### config.mk
export PLATFORM = sky130hd
export DESIGN_NAME = serial_tx_framer
export DESIGN_NICKNAME = d
export VERILOG_FILES = /design/src/rtl/serial_link_pkg.sv /design/src/rtl/serial_tx_framer_bit_period_timer.sv /design/src/rtl/serial_tx_framer.sv
export SDC_FILE = /design/constraint.sdc
export NUM_CORES = 1
export LEC_CHECK = 0
export ABC_AREA = 1
export CORE_MARGIN = 5
export CORE_UTILIZATION = 57
export DETAILED_ROUTE_END_ITERATION = 6
export PLACE_DENSITY = 0.91
export SLEW_MARGIN = 20
export SYNTH_ARGS = -nofsm -noshare
export SYNTH_HDL_FRONTEND = slang
export SYNTH_HIERARCHICAL = 1
export SYNTH_SLANG_ARGS = --single-unit
export TNS_END_PERCENT = 30
### constraint.sdc
create_clock -name clk -period 4.7 [get_ports clk]
set_input_delay 0.94 -clock clk [delete_from_list [all_inputs] [get_ports clk]]
set_output_delay 0.94 -clock clk [all_outputs]
set_load 0.1 [all_outputs]
### src/rtl/serial_link_pkg.sv
// Shared types and line constants for the serial link transmit/capture path.
// Optional parity support is controlled by SERIAL_TX_PARITY_EN in the framer.
package serial_link_pkg;

  typedef enum logic [2:0] {
    IDLE,
    START,
    DATA,
    PARITY,
    STOP
  } tx_state_t;

  localparam logic LINE_IDLE = 1'b1;
  localparam logic START_BIT = 1'b0;
  localparam logic STOP_BIT  = 1'b1;

  // Counter width for a range 0..n-1, never narrower than one bit.
  function automatic int idx_width(input int n);
    return (n < 2) ? 1 : $clog2(n);
  endfunction

endpackage

### src/rtl/serial_tx_framer_bit_period_timer.sv
// Bit period timer: counts 0..CLKS_PER_BIT-1 and flags the terminal count.
// A clear pulse restarts the period so the first bit of a frame is full length.
module bit_period_timer
  import serial_link_pkg::*;
#(
  parameter int CLKS_PER_BIT = 4
) (
  input  logic clk,
  input  logic rst,
  input  logic clear,
  output logic tick
);

  localparam int CNT_W = idx_width(CLKS_PER_BIT);
  localparam logic [CNT_W-1:0] TERM = CNT_W'(CLKS_PER_BIT - 1);

  logic [CNT_W-1:0] cnt;

  always_ff @(posedge clk or posedge rst) begin
    if (rst) begin
      cnt <= '0;
    end else if (clear || (cnt == TERM)) begin
      cnt <= '0;
    end else begin
      cnt <= cnt + 1'b1;
    end
  end

  assign tick = (cnt == TERM);

endmodule

### src/rtl/serial_tx_framer.sv
// Parallel-in serial-out framer: start bit, DATA_W bits LSB-first, stop bit.
// Define SERIAL_TX_PARITY_EN to insert an even-parity bit between data and stop.
module serial_tx_framer
  import serial_link_pkg::*;
#(
  parameter int DATA_W       = 8,
  parameter int CLKS_PER_BIT = 4
) (
  input  logic              clk,
  input  logic              rst,
  input  logic [DATA_W-1:0] tx_data,
  input  logic              tx_valid,
  output logic              tx_ready,
  output logic              tx_out,
  output logic              busy
);

  localparam int IDX_W = idx_width(DATA_W);
  localparam logic [IDX_W-1:0] LAST_IDX = IDX_W'(DATA_W - 1);

  tx_state_t         state;
  logic [DATA_W-1:0] shift;
  logic [DATA_W-1:0] shift_next;
  logic [IDX_W-1:0]  bit_idx;
  logic              accept;
  logic              tick;
`ifdef SERIAL_TX_PARITY_EN
  logic              parity_bit;
`endif

  // tx_ready is only high in IDLE, so this is the accept edge.
  assign accept = tx_valid && tx_ready;

  always_comb begin
    shift_next = shift >> 1;
  end

  bit_period_timer #(
    .CLKS_PER_BIT(CLKS_PER_BIT)
  ) u_timer (
    .clk  (clk),
    .rst  (rst),
    .clear(accept),
    .tick (tick)
  );

  always_ff @(posedge clk or posedge rst) begin
    if (rst) begin
      state      <= IDLE;
      shift      <= '0;
      bit_idx    <= '0;
      tx_out     <= LINE_IDLE;
      tx_ready   <= 1'b1;
      busy       <= 1'b0;
`ifdef SERIAL_TX_PARITY_EN
      parity_bit <= 1'b0;
`endif
    end else begin
      case (state)
        IDLE: begin
          if (accept) begin
            shift      <= tx_data;
            bit_idx    <= '0;
            state      <= START;
            tx_out     <= START_BIT;
            tx_ready   <= 1'b0;
            busy       <= 1'b1;
`ifdef SERIAL_TX_PARITY_EN
            parity_bit <= ^tx_data;
`endif
          end
        end
        START: begin
          if (tick) begin
            state  <= DATA;
            tx_out <= shift[0];
          end
        end
        DATA: begin
          if (tick) begin
            if (bit_idx == LAST_IDX) begin
`ifdef SERIAL_TX_PARITY_EN
              state  <= PARITY;
              tx_out <= parity_bit;
`else
              state  <= STOP;
              tx_out <= STOP_BIT;
`endif
            end else begin
              bit_idx <= bit_idx + 1'b1;
              shift   <= shift_next;
              tx_out  <= shift_next[0];
            end
          end
        end
        PARITY: begin
          if (tick) begin
            state  <= STOP;
            tx_out <= STOP_BIT;
          end
        end
        STOP: begin
          if (tick) begin
            state    <= IDLE;
            tx_out   <= LINE_IDLE;
            tx_ready <= 1'b1;
            busy     <= 1'b0;
          end
        end
        default: begin
          state    <= IDLE;
          tx_out   <= LINE_IDLE;
          tx_ready <= 1'b1;
          busy     <= 1'b0;
        end
      endcase
    end
  end

endmodule
# --- Word-level counts from Yosys, hierarchy flattened ---
# Cells that the tools add are included.
totals:
  ff_bits: 19
  in_bits: 11
  elab_cells: 60
op_classes:
  n_addsub: 2
  n_eq_ne: 14
  n_mux: 26
  bitwise_logic: 1
  reduce_logical: 10
ops:
  columns: ["op", "n"]
  rows:
  - ["2-to-1 mux 3 bit", 9]
  - ["2-to-1 mux 8 bit", 3]
  - ["case mux 8 bit (2 select lines)", 1]
  - ["case mux 3 bit (5 select lines)", 1]
  - ["inequality test 2 bit (second input constant)", 6]
  - ["AND reduction 4 bit", 2]
  - ["2-to-1 mux 1 bit", 7]
  - ["equality test 3 x 2 -> 1 bit (second input constant)", 2]
  - ["equality test 3 bit (second input constant)", 2]
  - ["case mux 1 bit (3 select lines)", 2]
  - ["case mux 3 bit (2 select lines)", 1]
  - ["AND reduction 6 bit", 1]
  - ["inequality test 2 x 1 -> 1 bit (second input constant)", 2]
  - ["case mux 1 bit (4 select lines)", 1]
  - ["adder 3 x 1 -> 3 bit (second input constant)", 1]
  - ["equality test 3 x 1 -> 1 bit (second input constant)", 1]
  - ["zero test 3 bit", 1]
  - ["AND reduction 3 bit", 1]
  - ["OR reduction 3 bit", 1]
  - ["adder 2 x 1 -> 2 bit (second input constant)", 1]
  - ["equality test 2 bit (second input constant)", 1]
  - ["2-to-1 mux 2 bit", 1]
  - ["nonzero test 2 bit", 1]
  - ["OR reduction 2 bit", 1]
  - ["3 further kinds", 3]

# --- Depth between registers and ports, before layout ---
logic_depth:
  word_depth: 4
  mapped_depth: 9

# --- Hierarchy ---
# Netlist, hierarchy kept.
modules_own_cells:
  columns: ["module", "instances", "cells_per_inst", "area_per_inst_um2", "seq_area_each_um2"]
  rows:
  - ["serial_tx_framer", 1, 134, 984.7, 427.9]
  - ["bit_period_timer", 1, 10, 88.8, 50.0]

# --- Worst setup path before layout ---
# No wires, ideal clock.
synth_path:
  kind: "flip-flop to output port"
  start: "register busy"
  end: "output port busy"
  arrival_time_ns: 0.897
  slack_ns: 2.863
  stages_incl_launch_ff: 1
  n_path_buf: 0
  cell_sequence: "dfrtp_1"
synth_lines:
  columns: ["element", "line_no", "source"]
  rows:
  - ["start: declaration", "serial_tx_framer.sv:15", "output logic busy"]
  - ["start signal: assignment", "serial_tx_framer.sv:54", "busy <= 1'b0;"]
  - ["start signal: assignment", "serial_tx_framer.sv:67", "busy <= 1'b1;"]
  - ["start signal: assignment", "serial_tx_framer.sv:107", "busy <= 1'b0;"]
# No word-level cell between the ends.

# --- Worst setup path in the final report ---
layout_path:
  start: "register tx_ready"
  end: "output port tx_ready"
layout_lines:
  columns: ["element", "line_no", "source"]
  rows:
  - ["start: declaration", "serial_tx_framer.sv:13", "output logic tx_ready,"]
  - ["start signal: assignment", "serial_tx_framer.sv:53", "tx_ready <= 1'b1;"]
  - ["start signal: assignment", "serial_tx_framer.sv:66", "tx_ready <= 1'b0;"]
  - ["start signal: assignment", "serial_tx_framer.sv:106", "tx_ready <= 1'b1;"]
# No word-level cell between the ends.

==> metrics.csv <==
metric,value,unit
Num CTS Buffers,3,
Pre-Repair DR Iteration Count,4,
clock root cell,clkbuf_4,
Final ANT Viol Nets,0,
TritonCTS clock tree,yes,
slew margin rel.,0.348,
WP data required,3.76,ns
setup TNS,0,ns
detailed-route wire length per cell,11.5,µm
"Hold Vio Cnt, Final",0,
ant diodes,0,
non-filler instance count after layout,184,
area grow syn2layout,15.7,%
Hold Path Class,reg -> reg,
row count,15,
max frequency,343,MHz
RSZ-0062 raised after global routing,no,
crit path time final,2.92,ns
Worst-Skew Late Latency,0.30,ns
Max clock buf depth,2,
GR Overflow Total,0,
crit-path cells,clkdlybuf4s50_1,
Tcrit/Tclk final,0.621,
Yosys reg bits,19,
DR vias,948,
Max-cap violations,0,
share of layout cells above drive strength 1,0.119,
critical path data arrival time,1.98,ns
initial antenna violation count,0,
Startpoint Class,register,
I/O pins,14,
Port-buffer cells,13,
Crit-path slowest cell,clkdlybuf4s50_1,
CP Capture Type,primary output,
Syn. warnings,6,
dpl cells,180,
multi-input logic area,512,µm²
via density per instance,5.15,
Worst Max-Slew Pin Slew,0.975,ns
final wirelength,2120,µm
sequential share of the synthesized area,0.445,
cts repair resizes,0,
Starting Density,0.609,
final net count,174,
sequential standard cell area,478,µm²
maximum vdd drop,0.390,mV
DP HPWL,1600,µm
first-pass GRT wire length,3770,µm
largest net degree at the start of global routing,18,
post-route setup slack,1.78,ns
Post-Syn Area,1070,µm²
Clock Skews,0.00816,ns
P per Cell Area,657,nW/µm²
H-tree levels,1,
status,finished clean,
synthesized instance count,144,
Setup CP Type,reg -> out,
"Reg clk slew, reported paths",0.10,ns
pre-CTS setup slack,2.11,ns
Syn Area/Cell,7.46,µm²
# clock sinks,19,
die area,2850,µm²
CP top delay family,buffers and inverters,
Final GP Congestion,0.835,
"Max FO, Critical Path",3,
Total GRT Usage,0.179,
die height,53.4,µm
Fillers,145,
area of the core,1760,µm²
Die X,53.4,µm
setup violators final,0,
Post-CTS Hold Fix Bufs,0,
"Slew Viols, Final",0,
DRT iter0 DRCs,13,
syn_nets,158,
Netlist cell types,21,
post-CTS setup buffers,0,
leakage,0.000683,µW
CP bufs+invs,1,
CP peak stage delay,1.13,ns
drc violations,0,
vias in the first global route,896,
layout make-up:
cell class                 instances  share of cell area
clock buffer                       3              0.0181
clock inverter                     1             0.00403
inverter                          17              0.0514
multi-input combinational        106               0.412
sequential                        19               0.385
tap                               25              0.0252
timing repair buffer              13               0.105
synthesized netlist by cell type, drive strengths merged:
master	instances	share of area
nor2	14	0.051
dfrtp	17	0.40
nand3	17	0.091
o21a	1	0.0070
ha	3	0.035
nand2	62	0.23
nor3	1	0.0047
or2	1	0.0058
dfstp	2	0.049
o21ai	7	0.054
clkinv	1	0.0035
buf	2	0.019
inv	16	0.056
cell usage in the layout, fill, tap and decap left out, drive strengths merged, types with 2 or more instances in the layout:
cell type and count:
clkbuf 3, dfstp 2, nor2 14, nand3 17
clkinv 2, ha 3, nand2 62, clkdlybuf4s50 13
dfrtp 17, o21ai 7, inv 16
worst paths after layout:
path / from / end / slack, ns / cells after the start
setup / recovery: tx_ready / tx_ready / 1.78 / 1
hold / removal: u_timer/cnt[0] / u_timer/cnt[0] / 0.44 / 1
setup reg to reg: bit_idx[0] / bit_idx[0] / 3.09 / 6
hold reg to reg: u_timer/cnt[0] / u_timer/cnt[0] / 0.44 / 1
max in group asynchronous: rst / bit_idx[0] / 3.24 / 2
min in group asynchronous: rst / u_timer/cnt[0] / 0.81 / 2
flip-flops by register name, indices dropped and copies added (netlist names):
| register | count |
|---|---|
| shift | 8 |
| bit_idx | 3 |
| state | 3 |
| u_timer/cnt | 2 |
| busy | 1 |
| tx_out | 1 |
| tx_ready | 1 |
layer usage:
metal	up-vias	part of all wire	GRT usage
li1	479	-	-
met2	22	0.52	0.306
met1	442	0.42	0.224
met5	-	0	0
met4	0	0.023	0.0851
met3	5	0.033	0.0169
metrics by stage:
step / total power [µW] / instance area [µm²] / hold WS, ns / utilization
after floorplan: 658 / 1070 / 0.408 / -
after global placement: 713 / 1210 / 0.418 / 0.689
after detailed placement: 737 / 1210 / 0.432 / 0.689
after CTS: 820 / 1240 / 0.447 / 0.704
after global routing: 888 / 1240 / 0.483 / 0.704
final: 816 / 1240 / 0.441 / 0.704
cell families after synthesis:
group           Yosys count  synth area share
fa+ha+maj                 3            0.0350
compound gates            8            0.0606
simple gates             95             0.381
buf+inv                  19            0.0781
flops                    19             0.445
worst register-to-register path: stages (launching register included):
cell	delay, ns
dfrtp_1	0.41
ha_1	0.21
ha_1	0.24
o21ai_4	0.30
nand2_4	0.18
nand2_1	0.11
o21ai_2	0.05
where the power goes:
group	leakage, µW	switching, µW	internal [µW]
registers	0.000237	46.0	234
clock network	0.0000177	50.9	31.7
logic	0.000428	319	135
total	0.000683	415	401
(Power assumes the default switching activity.)
